==> src/rtl/qs_insts_pkg.sv <==
// Shared instruction-set definitions for the quicksort engine: word types, opcodes,
// condition codes, field extractors and control-store symbol addresses.
package qs_insts_pkg;

    localparam int PC_W   = 8;
    localparam int INST_W = 16;

    typedef logic [PC_W-1:0]   pc_t;
    typedef logic [INST_W-1:0] inst_t;

    typedef enum logic [3:0] {
        OP_NOP  = 4'h0,
        OP_JCC  = 4'h1,
        OP_MOVI = 4'h2,
        OP_MOV  = 4'h3,
        OP_ADD  = 4'h4,
        OP_SUB  = 4'h5,
        OP_LD   = 4'h6,
        OP_ST   = 4'h7,
        OP_PUSH = 4'h8,
        OP_POP  = 4'h9,
        OP_CALL = 4'hC,
        OP_SYS  = 4'hF
    } opcode_e;

    typedef enum logic [1:0] {
        CC_AL = 2'b00,
        CC_EQ = 2'b01,
        CC_GT = 2'b10,
        CC_LE = 2'b11
    } cc_e;

    typedef enum logic [1:0] {
        SEQ_RUN  = 2'd0,
        SEQ_WAIT = 2'd1,
        SEQ_TRAP = 2'd2
    } seq_state_e;

    localparam pc_t SYM_RESET = 8'd0;
    localparam pc_t SYM_START = 8'd32;
    localparam pc_t SYM_ERR   = 8'd128;

    function automatic logic [3:0] inst_opcode(inst_t i);
        return i[15:12];
    endfunction

    function automatic logic inst_sub(inst_t i);
        return i[11];
    endfunction

    function automatic cc_e inst_cc(inst_t i);
        return cc_e'(i[9:8]);
    endfunction

    function automatic pc_t inst_target(inst_t i);
        return i[7:0];
    endfunction

endpackage

==> src/rtl/qs_ucode_dec.sv <==
// Combinational microcode decoder: classifies an instruction word as a locally
// resolved control-flow operation or one to be issued to the execute stage.
module qs_ucode_dec
    import qs_insts_pkg::*;
(
    input  inst_t word,
    output logic  is_jcc,
    output logic  is_call,
    output logic  is_ret,
    output logic  is_wait,
    output logic  is_emit,
    output logic  is_issue,
    output cc_e   cc,
    output pc_t   target
);

    // Bit 10 is reserved in every format.
    logic unused_bits;
    assign unused_bits = word[10];

    always_comb begin
        is_jcc   = 1'b0;
        is_call  = 1'b0;
        is_ret   = 1'b0;
        is_wait  = 1'b0;
        is_emit  = 1'b0;
        is_issue = 1'b0;
        cc       = inst_cc(word);
        target   = inst_target(word);
        case (inst_opcode(word))
            OP_JCC:  is_jcc = 1'b1;
            OP_CALL: begin
                if (inst_sub(word)) is_ret = 1'b1;
                else                is_call = 1'b1;
            end
            OP_SYS: begin
                if (inst_sub(word)) is_emit = 1'b1;
                else                is_wait = 1'b1;
            end
            default: is_issue = 1'b1;
        endcase
    end

endmodule

==> src/rtl/qs_ucode_seq.sv <==
// Microcode sequencer: PC, link register, WAIT handling and one-entry issue slot.
// Optional error trap on fetch from SYM_ERR is enabled by QS_UCODE_ERR_TRAP_EN.
module qs_ucode_seq
    import qs_insts_pkg::*;
(
    input  logic  clk,
    input  logic  rst_n,
    output pc_t   rom_ra,
    input  inst_t rom_rout,
    output logic  inst_vld,
    output inst_t inst,
    input  logic  inst_rdy,
    input  logic  exe_busy,
    input  logic  flag_eq,
    input  logic  flag_gt,
    output pc_t   blink,
    input  logic  blink_wr_en,
    input  pc_t   blink_wr_data,
    input  logic  queue_ready,
    output logic  emit,
    output logic  err
);

    seq_state_e state_q, state_d;
    pc_t        pc_q, pc_d, pc_inc;
    pc_t        blink_q, blink_d;
    logic       slot_vld_q, slot_vld_d;
    inst_t      slot_q, slot_d;
    logic       emit_q, emit_d;

    logic is_jcc, is_call, is_ret, is_wait, is_emit, is_issue;
    cc_e  cc;
    pc_t  target;

    logic issue_stall, drained, cond_taken, call_fire, issue_fire, trap_hit;

    qs_ucode_dec u_dec (
        .word     (rom_rout),
        .is_jcc   (is_jcc),
        .is_call  (is_call),
        .is_ret   (is_ret),
        .is_wait  (is_wait),
        .is_emit  (is_emit),
        .is_issue (is_issue),
        .cc       (cc),
        .target   (target)
    );

`ifdef QS_UCODE_ERR_TRAP_EN
    assign trap_hit = (state_q == SEQ_RUN) && (pc_q == SYM_ERR);
    assign err      = (state_q == SEQ_TRAP);
`else
    assign trap_hit = 1'b0;
    assign err      = 1'b0;
`endif

    assign issue_stall = slot_vld_q && !inst_rdy;
    assign drained     = !slot_vld_q && !exe_busy;
    assign pc_inc      = pc_q + pc_t'(1);

    always_comb begin
        case (cc)
            CC_AL:   cond_taken = 1'b1;
            CC_EQ:   cond_taken = flag_eq;
            CC_GT:   cond_taken = flag_gt;
            default: cond_taken = !flag_gt;
        endcase
    end

    // Control-flow resolution: anything that reads flags or BLINK, or signals
    // completion, waits for the execute side to go quiet first.
    always_comb begin
        state_d    = state_q;
        pc_d       = pc_q;
        emit_d     = 1'b0;
        call_fire  = 1'b0;
        issue_fire = 1'b0;
        case (state_q)
            SEQ_RUN: begin
                if (trap_hit) begin
                    state_d = SEQ_TRAP;
                end else if (!issue_stall) begin
                    if (is_jcc) begin
                        if (cc == CC_AL)  pc_d = target;
                        else if (drained) pc_d = cond_taken ? target : pc_inc;
                    end else if (is_call) begin
                        if (drained) begin
                            call_fire = 1'b1;
                            pc_d      = target;
                        end
                    end else if (is_ret) begin
                        if (drained) pc_d = blink_q;
                    end else if (is_wait) begin
                        if (queue_ready) pc_d = pc_inc;
                        else             state_d = SEQ_WAIT;
                    end else if (is_emit) begin
                        if (drained) begin
                            emit_d = 1'b1;
                            pc_d   = pc_inc;
                        end
                    end else if (is_issue) begin
                        issue_fire = 1'b1;
                        pc_d       = pc_inc;
                    end
                end
            end
            SEQ_WAIT: begin
                if (!issue_stall && queue_ready) begin
                    state_d = SEQ_RUN;
                    pc_d    = pc_inc;
                end
            end
            default: begin
                state_d = state_q;
            end
        endcase
    end

    // CALL takes priority over a coincident POP BLINK writeback.
    always_comb begin
        blink_d = blink_q;
        if (call_fire)        blink_d = pc_inc;
        else if (blink_wr_en) blink_d = blink_wr_data;
    end

    always_comb begin
        slot_vld_d = issue_fire || (slot_vld_q && !inst_rdy);
        slot_d     = issue_fire ? rom_rout : slot_q;
    end

    always_ff @(posedge clk or negedge rst_n) begin
        if (!rst_n) begin
            state_q    <= SEQ_RUN;
            pc_q       <= SYM_RESET;
            blink_q    <= '0;
            slot_vld_q <= 1'b0;
            slot_q     <= '0;
            emit_q     <= 1'b0;
        end else begin
            state_q    <= state_d;
            pc_q       <= pc_d;
            blink_q    <= blink_d;
            slot_vld_q <= slot_vld_d;
            slot_q     <= slot_d;
            emit_q     <= emit_d;
        end
    end

    assign rom_ra   = pc_q;
    assign inst_vld = slot_vld_q;
    assign inst     = slot_q;
    assign blink    = blink_q;
    assign emit     = emit_q;

endmodule

==> config.mk <==
export PLATFORM = sky130hd
export DESIGN_NAME = qs_ucode_seq
export DESIGN_NICKNAME = d
export VERILOG_FILES = /design/src/rtl/qs_insts_pkg.sv /design/src/rtl/qs_ucode_dec.sv /design/src/rtl/qs_ucode_seq.sv
export SDC_FILE = /design/constraint.sdc
export NUM_CORES = 1
export LEC_CHECK = 0
export BUFFER_PORTS_ARGS = -buffer_cell sky130_fd_sc_hd__buf_2
export CORE_MARGIN = 2
export CORE_UTILIZATION = 49
export CTS_BUF_LIST = sky130_fd_sc_hd__clkbuf_8
export CTS_CLUSTER_SIZE = 16
export DETAILED_ROUTE_END_ITERATION = 6
export GPL_ROUTABILITY_DRIVEN = 0
export MAX_ROUTING_LAYER = met4
export PLACE_DENSITY = 0.79
export SKIP_LAST_GASP = 1
export SLEW_MARGIN = 20
export SYNTH_ARGS = -nofsm -noshare
export SYNTH_HDL_FRONTEND = slang
export SYNTH_HIERARCHICAL = 1
export SYNTH_SLANG_ARGS = --single-unit
export TNS_END_PERCENT = 100
==> constraint.sdc <==
create_clock -name clk -period 1.92 [get_ports clk]
set_input_delay 0 -clock clk [delete_from_list [all_inputs] [get_ports clk]]
set_output_delay 0 -clock clk [all_outputs]
set_load 0.02 [all_outputs]
==> Implementation_results.wiki, run 1 <==
{| class="wikitable"
! Metric !! Value
|-
| Final Power || about 3.1 mW
|-
| Clock transition at the registers of the reported paths || ~0.07 ns
|-
| Avg Cell Area, Syn || 10.3 µm²
|-
| Dominant register cell in the synthesized netlist || sky130_fd_sc_hd__dfrtp_1
|-
| Maximum clock insertion buffer count || 2
|-
| Critical path type || reg2reg
|-
| Sequential-to-total area share from yosys stat || 0.380
|-
| Total power density per cell area || between 1000 and 1500 nW/µm²
|-
| Cell area after synthesis || 2300 µm²
|-
| Highest achievable clock rate || 558 MHz
|-
| First-pass GRT wire length || about 10 mm
|-
| Gr usage total || 0.253
|-
| Switching share of power || 0.396
|-
| Number of global-route vias before repair || 2188
|-
| Count of flip-flops with a built-in enable after synthesis || 0
|-
| Port bufs || 65
|-
| Number of levels the H-tree was split into || 2
|-
| Worst Slack Setup Final || 0.127 ns
|-
| Synthesized net count || 257
|-
| Placement-stage cell area || ~2700 µm²
|-
| Tightest Hold Check Type || in2reg
|-
| Skew-Pair Late Insertion Delay || 0.29 ns
|-
| Worst Clk Skew || between 0.004 and 0.005 ns
|-
| Required time of the critical path || 2.10 ns
|-
| Leakage dissipation || around 1.4 nW
|-
| Most frequent cells in the layout || sky130_fd_sc_hd__buf_2, sky130_fd_sc_hd__dfrtp_1, sky130_fd_sc_hd__buf_4, sky130_fd_sc_hd__mux2_4, sky130_fd_sc_hd__a21oi_1
|-
| Chip width || 72.5 µm
|-
| Fraction of layout cells with a size suffix above 1 || 0.406
|-
| Crit path launch type || register
|-
| Most frequent standard cell in the layout excluding fill and tap cells || sky130_fd_sc_hd__buf_2
|-
| Critical path arrival || 1.97 ns
|-
| Core outline area || 4440 µm²
|-
| Worst-path cell chain || or2_0 > or3_1 > nor3_4 > buf_12 > mux2_2
|-
| Hold Crit Depth || 2
|-
| Non-Filler Cell Area, Final || 2930 µm²
|-
| Total DRC errors in the routed layout || 0
|-
| Reported max-cap violation count || 0
|-
| Tightest hold margin || around 0.0067 ns
|-
| Wire length after detailed routing || approximately 6 mm
|-
| Post-placement setup slack || -0.124 ns
|-
| Unrepaired setup endpoints after global routing || false
|-
| Worst-path fanout max || 12
|-
| Die footprint || roughly 5300 µm²
|-
| Count of TritonRoute iterations in the first routing pass || 4
|-
| Nature of the critical path endpoint || register
|-
| Final hold viol count || 0
|-
| Total Neg Setup Slack || 0 ns
|-
| Area growth, synth to finish || 27.2%
|-
| Max-slew headroom at the worst pin || 0.475
|-
| Post-detailed-route via-to-cell ratio || 5.72
|-
| First DRT Iteration DRCs || ~190
|-
| Worst reg-to-reg path cell count || 5
|-
| Post-detailed-placement half-perimeter wirelength || ~4.5 mm
|-
| Total of flip-flops plus latches after synthesis || 35
|-
| TritonCTS clock tree || built
|-
| Power dissipated by switching net loads || 1.22 mW
|-
| Part of the total power dissipated in sequential elements || 0.361
|-
| Worst IR drop on VDD || 0.656 mV
|-
| Combinational share of power || 0.473
|-
| Clock sink total || 35
|-
| Height of the die || 72.5 µm
|-
| Num rows || 24
|-
| Largest net degree at the start of global routing || 36
|-
| Count of endpoints failing setup in the final report || 0
|-
| Boundary Pins || 67
|-
| Slowest library cell on the worst path || sky130_fd_sc_hd__or3_1
|-
| Number of pins with negative max-slew slack in the final report || 0
|-
| Final Critical Period || 1.79 ns
|-
| Root buffer cell || sky130_fd_sc_hd__clkbuf_8
|-
| Initial Utilization || 0.518
|-
| Inserted Diodes || 0
|-
| Final worst path period share || 0.934
|-
| Routed length per placed instance || 16.3 µm
|-
| FILL cells || 373
|-
| Number of instances in the synthesized netlist || 224
|-
| Run status || finished clean
|-
| Remaining global-route overflow || 0
|-
| Total clock buffers created by CTS || 5
|-
| Net count of the finished layout || 342
|-
| Part of the total power dissipated in the clock network || 0.166
|-
| Antenna violations before repair || 0
|-
| Transition time at the pin with the least slew margin || 0.788 ns
|-
| Count of warnings emitted by yosys || 6
|-
| Via count || 2071
|-
| Critical Path Max Stage Delay || 0.38 ns
|-
| Remaining antenna violation count || 0
|-
| Synth async-reset ratio || 1.00
|-
| Internal Power || 1.86 mW
|-
| Number of different library cells in the post-synthesis netlist || 55
|}
## repair_timing
item                                    4_1_cts  5_1_grt
resized for setup                             0        1
endpoints found under the hold margin        45        0
endpoints found under the setup margin        0        6
hold buffers                                 11        0
setup buffers                                 0        0
## critical path, delay by kind of cell, from the launching register on
kind                   cells  cell delay (ns)
buffers and inverters      1             0.17
DFF                        1             0.37
muxes                      1             0.33
and+or+nand+nor            3             0.79
## final cells by class
type | instances | area (µm²) | area share
multi-input cells | 161 | 1250 | 0.429
flip-flops and latches | 35 | 876 | 0.299
repair buffers | 100 | 628 | 0.215
clock buffers | 5 | 68.8 | 0.0235
well taps | 52 | 65.1 | 0.0222
inverters | 6 | 22.5 | 0.00769
clock inverters | 3 | 12.5 | 0.00427
## per-stage QoR
stage,util,cells
2_1_floorplan,-,224
3_3_place_gp,0.615,343
3_5_place_dp,0.615,343
4_1_cts,0.658,362
5_1_grt,0.659,362
6_report,0.659,362
## worst paths after layout
path / slack (ns) / from / to
max in group asynchronous: 1.10 / rst_n / inst[3]$_DFFE_PN0P_
hold / removal: 0.007 / rom_rout[2] / inst[2]$_DFFE_PN0P_
min in group asynchronous: 0.32 / rst_n / inst_vld$_DFF_PN0_
setup reg to reg: 0.13 / state_q[0]$_DFFE_PN0P_ / inst[0]$_DFFE_PN0P_
setup / recovery: 0.13 / state_q[0]$_DFFE_PN0P_ / inst[0]$_DFFE_PN0P_
hold reg to reg: 0.50 / inst[3]$_DFFE_PN0P_ / inst[3]$_DFFE_PN0P_
## layer usage
metal	global-route usage	wire, µm
met4	0.105	108
met5	-	0
met1	0.319	2580
met2	0.396	2760
met3	0.0542	461
## synthesized netlist by cell type (3+ instances only)
library cell | instances | share of area
sky130_fd_sc_hd__buf_4 | 13 | 0.042
sky130_fd_sc_hd__dfrtp_1 | 35 | 0.38
sky130_fd_sc_hd__nand3_1 | 8 | 0.017
sky130_fd_sc_hd__nor3b_1 | 6 | 0.020
sky130_fd_sc_hd__mux2_4 | 14 | 0.091
sky130_fd_sc_hd__o21ai_0 | 7 | 0.015
sky130_fd_sc_hd__o31ai_1 | 6 | 0.020
sky130_fd_sc_hd__nand2_1 | 12 | 0.020
sky130_fd_sc_hd__mux2i_1 | 7 | 0.030
sky130_fd_sc_hd__a31oi_1 | 3 | 0.0082
sky130_fd_sc_hd__clkbuf_1 | 5 | 0.0082
sky130_fd_sc_hd__inv_1 | 6 | 0.0098
sky130_fd_sc_hd__o211ai_1 | 4 | 0.013
sky130_fd_sc_hd__a21oi_1 | 13 | 0.028
sky130_fd_sc_hd__and2b_1 | 3 | 0.0098
sky130_fd_sc_hd__nor2b_1 | 3 | 0.0082
sky130_fd_sc_hd__a211oi_1 | 3 | 0.0098
sky130_fd_sc_hd__xnor2_1 | 5 | 0.019
sky130_fd_sc_hd__nor3_1 | 5 | 0.011
sky130_fd_sc_hd__and2_1 | 4 | 0.011
sky130_fd_sc_hd__nor2_1 | 12 | 0.020
sky130_fd_sc_hd__mux2_2 | 9 | 0.044
## power groups by stage
| stage | Clock [mW] | Sequential [mW] | Combinational (mW) |
|---|---|---|---|
| 6_report | 0.511 | 1.11 | 1.45 |
| 5_1_grt | 0.554 | 1.14 | 1.57 |
| 4_1_cts | 0.518 | 1.10 | 1.44 |
| 3_5_place_dp | 0 | 1.12 | 1.42 |
| 3_3_place_gp | 0 | 1.10 | 1.39 |
| 2_1_floorplan | 0 | 1.33 | 0.750 |
## cells by family after synthesis
logic type	synth area share
AND/OR/NAND/NOR	0.189
AO/OA/AOI/OAI	0.159
flip-flops	0.380
multiplexers	0.166
buffers and inverters	0.0755
XOR/XNOR	0.0228
adder cells (fa/ha/maj)	0.00543
other	0.00163
## registers in the layout, summed over array words and instances, names as in the netlist
| register | cells |
|---|---|
| rom_ra | 8 |
| emit | 1 |
| state_q | 1 |
| inst_vld | 1 |
| blink | 8 |
| inst | 16 |
Note: power is estimated with default switching activity, not from simulation.
==> run 2: changes to the inputs <==
CTS_CLUSTER_SIZE = unset   (was 16)
RECOVER_POWER = 25   (was unset)
SETUP_SLACK_MARGIN = 0.02   (was unset)
==> run 2 against run 1 <==
Sequential power about the same; routed wire length up 0.24%; clock skew decreased by 0.00091 ns; critical path type unchanged; total power shrank 0.79%; hold slack hardly changed; first-iteration DRC count shrank 18%; non-clock buffer count unchanged; critical path depth stayed put; sequential share of layout area rose by 0.34 points; clock power about the same; die area is the same; largest power group unchanged; combinational power is essentially flat.
==> Implementation_results.wiki, run 2 (same netlist as run 1, synthesis figures left out) <==
{| class="wikitable"
! Metric !! Value
|-
| Largest net degree at the start of global routing || 36
|-
| Source of the worst hold timing path || rom_rout[2]
|-
| Most frequent standard cell in the layout excluding fill and tap cells || sky130_fd_sc_hd__buf_2
|-
| Chip width || 72.5 µm
|-
| Via count || approximately 2100
|-
| Total clock buffers created by CTS || 5
|-
| Clock transition at the registers of the reported paths || 0.07 ns
|-
| Critical path arrival || 1.98 ns
|-
| Count of endpoints failing setup in the final report || 0
|-
| Nature of the critical path endpoint || register
|-
| Post-detailed-route via-to-cell ratio || 5.77
|-
| Critical Path Max Stage Delay || 0.38 ns
|-
| Maximum clock insertion buffer count || 2
|-
| Wire length after detailed routing || around 5.9 mm
|-
| Worst-path cell chain || or2_0 > or3_1 > nor3_4 > buf_12 > mux2_2
|-
| Critical R2R Launch || state_q[0]$_DFFE_PN0P_
|-
| Port bufs || 65
|-
| Root buffer cell || sky130_fd_sc_hd__clkbuf_8
|-
| Initial Utilization || 0.518
|-
| End of the worst register-to-register path || inst[0]$_DFFE_PN0P_
|-
| Inserted Diodes || 0
|-
| Number of levels the H-tree was split into || 2
|-
| Flip-flop count of the largest register, all copies and words added || 16
|-
| Hold Crit Depth || 2
|-
| Total DRC errors in the routed layout || 0
|-
| FF-to-FF setup slack || 0.13 ns
|-
| Final Critical Period || about 1.8 ns
|-
| Fraction of layout cells with a size suffix above 1 || 0.323
|-
| Num rows || 24
|-
| Slowest library cell on the worst path || sky130_fd_sc_hd__or3_1
|-
| Area growth, synth to finish || 25.8%
|-
| FILL cells || about 390
|-
| Non-Filler Cell Area, Final || 2900 µm²
|-
| Final hold viol count || 0
|-
| Leakage dissipation || around 1.3 nW
|-
| Boundary Pins || 67
|-
| Required time of the critical path || 2.10 ns
|-
| Net count of the finished layout || around 340
|-
| Worst-path fanout max || 12
|-
| Highest achievable clock rate || 557 MHz
|-
| Remaining global-route overflow || 0
|-
| Buffer and inverter count on the worst path || 1
|-
| Max-slew headroom at the worst pin || 0.477
|-
| Core outline area || 4440 µm²
|-
| Worst IR drop on VDD || 0.664 mV
|-
| Antenna violations before repair || 0
|-
| Number of global-route vias before repair || 2188
|-
| Reported max-cap violation count || 0
|-
| Worst reg-to-reg path cell count || 5
|-
| First DRT Iteration DRCs || ~160
|-
| Total power density per cell area || 1050 nW/µm²
|-
| Height of the die || between 70 and 80 µm
|-
| Transition time at the pin with the least slew margin || ~0.78 ns
|-
| Placement-stage cell area || 2730 µm²
|-
| Post-placement setup slack || -0.124 ns
|-
| Remaining antenna violation count || 0
|-
| Routed length per placed instance || 16.4 µm
|-
| Worst Slack Setup Final || between 0.1 and 0.15 ns
|-
| Worst Clk Skew || 0.00387 ns
|-
| Skew-Pair Late Insertion Delay || 0.29 ns
|-
| Gr usage total || 0.253
|-
| Cell class contributing the biggest share of worst-path delay || simple AND/OR/NAND/NOR gates
|-
| Capture endpoint of the worst hold path || inst[2]$_DFFE_PN0P_
|-
| Critical path type || reg2reg
|-
| Count of TritonRoute iterations in the first routing pass || 4
|-
| Tightest Hold Check Type || in2reg
|-
| Final worst path period share || 0.935
|-
| Clock sink total || 35
|-
| Die footprint || 5260 µm²
|-
| First-pass GRT wire length || 10.0 mm
|-
| Post-detailed-placement half-perimeter wirelength || approximately 4.5 mm
|-
| Number of pins with negative max-slew slack in the final report || 0
|-
| Crit path launch type || register
|-
| TritonCTS clock tree || built
|-
| Unrepaired setup endpoints after global routing || false
|-
| Most frequent cells in the layout || sky130_fd_sc_hd__buf_2, sky130_fd_sc_hd__dfrtp_1, sky130_fd_sc_hd__clkbuf_1, sky130_fd_sc_hd__buf_4, sky130_fd_sc_hd__mux2_4
|-
| Run status || finished clean
|}
[run 2: worst max path at each step]
stage                                        to  slack, ns  cells past startpoint                    from
after floorplan            inst[10]$_DFFE_PN0P_       0.02                      6  state_q[0]$_DFFE_PN0P_
after global placement    rom_ra[3]$_DFFE_PN0P_      -0.10                      8            rom_rout[13]
after detailed placement  rom_ra[3]$_DFFE_PN0P_      -0.12                      8            rom_rout[13]
after CTS                 rom_ra[3]$_DFFE_PN0P_       0.06                      5      inst_vld$_DFF_PN0_
after global routing        inst[0]$_DFFE_PN0P_       0.04                      5  state_q[0]$_DFFE_PN0P_
final                       inst[0]$_DFFE_PN0P_       0.13                      5  state_q[0]$_DFFE_PN0P_
[run 2: layer usage]
metal | wire (µm) | part of all wire | vias to the layer above | track usage
li1 | - | - | 980 | -
met1 | 2570 | 0.43 | 991 | 0.319
met2 | 2760 | 0.47 | 104 | 0.396
met3 | 487 | 0.082 | 13 | 0.0542
met4 | 108 | 0.018 | 0 | 0.105
met5 | 0 | 0 | - | -
[run 2: power by group]
part	leakage [nW]	internal (mW)	switching [mW]
clock	0.0505	0.244	0.268
combinational	0.863	0.655	0.768
sequential	0.416	0.928	0.185
[run 2: cell type report]
cell class	instances	area, µm²	area share
inverter	6	22.5	0.00778
clock inverter	3	12.5	0.00432
clock buffer	5	68.8	0.0238
multi-input combinational	161	1250	0.433
timing repair buffer	100	596	0.206
sequential	35	876	0.303
tap	52	65.1	0.0225
[run 2: metrics by stage]
stage               std cells  hold slack (ns)  total power [mW]  TNS [ns]  utilization
floorplan                 224           -0.296              2.08         0            -
global placement          343            0.119              2.50    -0.516        0.615
detailed placement        343            0.127              2.53    -0.636        0.615
CTS                       362          0.00336              3.06         0        0.658
global route              362          0.00836              3.23         0        0.651
finish                    362          0.00623              3.05         0        0.651
[run 2: repair_timing]
| action | in CTS | in global routing |
|---|---|---|
| gates resized for setup | 0 | 1 |
| setup buffers | 0 | 0 |
| hold buffers | 11 | 0 |
| endpoints found under the hold margin | 45 | 0 |
| endpoints found under the setup margin | 0 | 6 |
==> run 3: changes to the inputs <==
CORE_ASPECT_RATIO = 0.7   (was unset)
CORE_UTILIZATION = 54   (was 49)
MAX_ROUTING_LAYER = unset   (was met4)
PLACE_DENSITY = 0.83   (was 0.79)
clock period = 1.72 ns   (was 1.92 ns; I/O delays follow)
==> run 3 against run 2 <==
The run now ends with hold timing, setup timing left; sequential share of layout area fell by 2.1 points; register-to-register slack got worse by 0.26 ns; largest power group unchanged; first-iteration DRC count rose by 68%; clock power rose by 13%.
==> Implementation_results.wiki, run 3 (same netlist as run 1, synthesis figures left out) <==
{| class="wikitable"
! Metric !! Value
|-
| Run status || finished with violations
|-
| Violated checks || hold timing, setup timing
|-
| Multi-input logic area || approximately 1300 µm²
|-
| Via count || 2183
|-
| Routed length per placed instance || around 17 µm
|-
| First-pass GRT wire length || 10.1 mm
|-
| Post-detailed-placement half-perimeter wirelength || 4.65 mm
|-
| Total power density per cell area || 1170 nW/µm²
|-
| Nature of the critical path endpoint || register
|-
| Final hold viol count || 1
|-
| Number of global-route vias before repair || 2135
|-
| Net count of the finished layout || 358
|-
| Number of levels the H-tree was split into || 2
|-
| Clock transition at the registers of the reported paths || 0.07 ns
|-
| Count of TritonRoute iterations in the first routing pass || 4
|-
| Wire length after detailed routing || between 6 and 7 mm
|-
| First DRT Iteration DRCs || 262
|-
| Transition time at the pin with the least slew margin || 0.789 ns
|-
| Post-detailed-route via-to-cell ratio || ~5.8
|-
| Core outline area || 4020 µm²
|-
| Inserted Diodes || 0
|-
| Leakage dissipation || 1.46 nW
|-
| Register area || 876 µm²
|-
| Most frequent standard cell in the layout excluding fill and tap cells || sky130_fd_sc_hd__buf_2
|-
| Worst Clk Skew || 0.00726 ns
|-
| Launching element of the worst setup path || state_q[0]$_DFFE_PN0P_
|-
| Num rows || 19
|-
| Buffer and inverter count on the worst path || 2
|-
| Worst IR drop on VDD || 0.904 mV
|-
| Worst-path cell chain || or2_4 > or3_4 > nor3_4 > buf_6 > buf_12 > mux2_2
|-
| TritonCTS clock tree || built
|-
| Highest achievable clock rate || 539 MHz
|-
| Chip width || just over 80 µm
|-
| Crit path launch type || register
|-
| Worst Slack Setup Final || -0.134 ns
|-
| Final Critical Period || between 1.5 and 2 ns
|-
| Area growth, synth to finish || 35.1%
|-
| End-of-flow core utilization || 0.774
|-
| Clock sink total || 35
|-
| Remaining global-route overflow || 0
|-
| Initial Utilization || 0.573
|-
| Source of the worst hold timing path || blink_wr_data[2]
|-
| Boundary Pins || 67
|-
| Unrepaired setup endpoints after global routing || true
|-
| Fraction of layout cells with a size suffix above 1 || 0.408
|-
| Reported max-cap violation count || 0
|-
| Worst-path fanout max || 6
|-
| Number of pins with negative max-slew slack in the final report || 0
|-
| Die footprint || 4810 µm²
|-
| Antenna violations before repair || 0
|-
| Flip-flop count of the largest register, all copies and words added || 16
|-
| Cell class contributing the biggest share of worst-path delay || simple AND/OR/NAND/NOR gates
|-
| Gr usage total || 0.283
|-
| Root buffer cell || sky130_fd_sc_hd__clkbuf_8
|-
| Port bufs || 65
|-
| Slowest library cell on the worst path || sky130_fd_sc_hd__dfrtp_1
|-
| Critical path arrival || 2.04 ns
|-
| Max-slew headroom at the worst pin || 0.474
|-
| Largest net degree at the start of global routing || 36
|-
| Skew-Pair Late Insertion Delay || around 0.30 ns
|-
| Remaining antenna violation count || 0
|-
| Total DRC errors in the routed layout || 0
|-
| Maximum clock insertion buffer count || 2
|-
| Critical R2R Launch || state_q[0]$_DFFE_PN0P_
|-
| Count of endpoints failing setup in the final report || 16
|-
| Required time of the critical path || around 1.9 ns
|-
| Critical path type || reg2reg
|-
| Critical Path Max Stage Delay || roughly 0.38 ns
|-
| Height of the die || 58.6 µm
|-
| Tightest Hold Check Type || in2reg
|-
| Total clock buffers created by CTS || 5
|-
| Tightest hold margin || -0.00253 ns
|-
| FILL cells || 271
|-
| Final worst path period share || 1.08
|-
| Most frequent cells in the layout || sky130_fd_sc_hd__buf_2, sky130_fd_sc_hd__dfrtp_1, sky130_fd_sc_hd__buf_4, sky130_fd_sc_hd__clkbuf_1, sky130_fd_sc_hd__mux2_4
|-
| Post-placement setup slack || -0.368 ns
|}
## run 3: cell types whose count changed in the layout (fill, tap and decap cells not counted), moves of 2 or more
| cell | change |
|---|---|
| sky130_fd_sc_hd__o21ai_0 | -2 |
| sky130_fd_sc_hd__buf_2 | +6 |
| sky130_fd_sc_hd__clkbuf_1 | -6 |
| sky130_fd_sc_hd__a211oi_2 | +2 |
| sky130_fd_sc_hd__mux2_2 | -3 |
| sky130_fd_sc_hd__buf_4 | +11 |
| sky130_fd_sc_hd__buf_6 | +4 |
| sky130_fd_sc_hd__o21ai_2 | +2 |
| sky130_fd_sc_hd__mux2_4 | +3 |
| sky130_fd_sc_hd__a211oi_1 | -2 |
## run 3: layout make-up
cell class,count,share of cell area
multi-input combinational,161,0.426
sequential,35,0.282
timing repair buffer,116,0.238
clock buffer,5,0.0221
tap,52,0.0209
inverter,6,0.00724
clock inverter,3,0.00402
## run 3: final timing paths
path | cells after the start | slack, ns | endpoint
max | 6 | -0.13 | inst[3]$_DFFE_PN0P_
min in group asynchronous | 2 | 0.32 | inst[9]$_DFFE_PN0P_
min reg2reg | 1 | 0.51 | inst[15]$_DFFE_PN0P_
max in group asynchronous | 2 | 0.90 | blink[5]$_DFFE_PN0P_
min | 3 | -0.003 | blink[2]$_DFFE_PN0P_
max reg2reg | 6 | -0.13 | inst[3]$_DFFE_PN0P_
## run 3: timing repair
item / 4_1_cts / 5_1_grt
gates resized for setup: 7 / 17
gates cloned: 1 / 0
setup buffers: 3 / 2
endpoints found under the hold margin: 45 / 1
endpoints found under the setup margin: 22 / 24
hold buffers: 11 / 1
pin swaps: 0 / 5
## run 3: per-layer routing
| metal | part of all wire | track usage | up-vias |
|---|---|---|---|
| li1 | - | - | 1010 |
| met1 | 0.43 | 0.391 | 1049 |
| met2 | 0.47 | 0.441 | 116 |
| met3 | 0.088 | 0.0844 | 8 |
| met4 | 0.010 | 0.0714 | 0 |
| met5 | 0 | 0 | - |
## run 3: power breakdown
part	total (mW)	switching (mW)	leakage [nW]	internal, mW
combinational	1.80	0.938	0.993	0.866
clock	0.578	0.306	0.0505	0.272
sequential	1.25	0.210	0.416	1.04
## run 3: worst min-delay path: stages
cell and delay, ns:
sky130_fd_sc_hd__buf_2 0.07, sky130_fd_sc_hd__mux2i_1 0.05, sky130_fd_sc_hd__a21oi_1 0.13
## run 3: through the flow
step                      cells  total power [mW]  cell area, µm²  setup TNS, ns
after floorplan             224              2.32            2310          -2.27
final                       378              3.63            3110          -1.39
after global placement      353              2.89            2810          -4.20
after global routing        378              3.81            3110          -2.59
after CTS                   376              3.60            3070          -1.23
after detailed placement    353              2.95            2810          -5.21
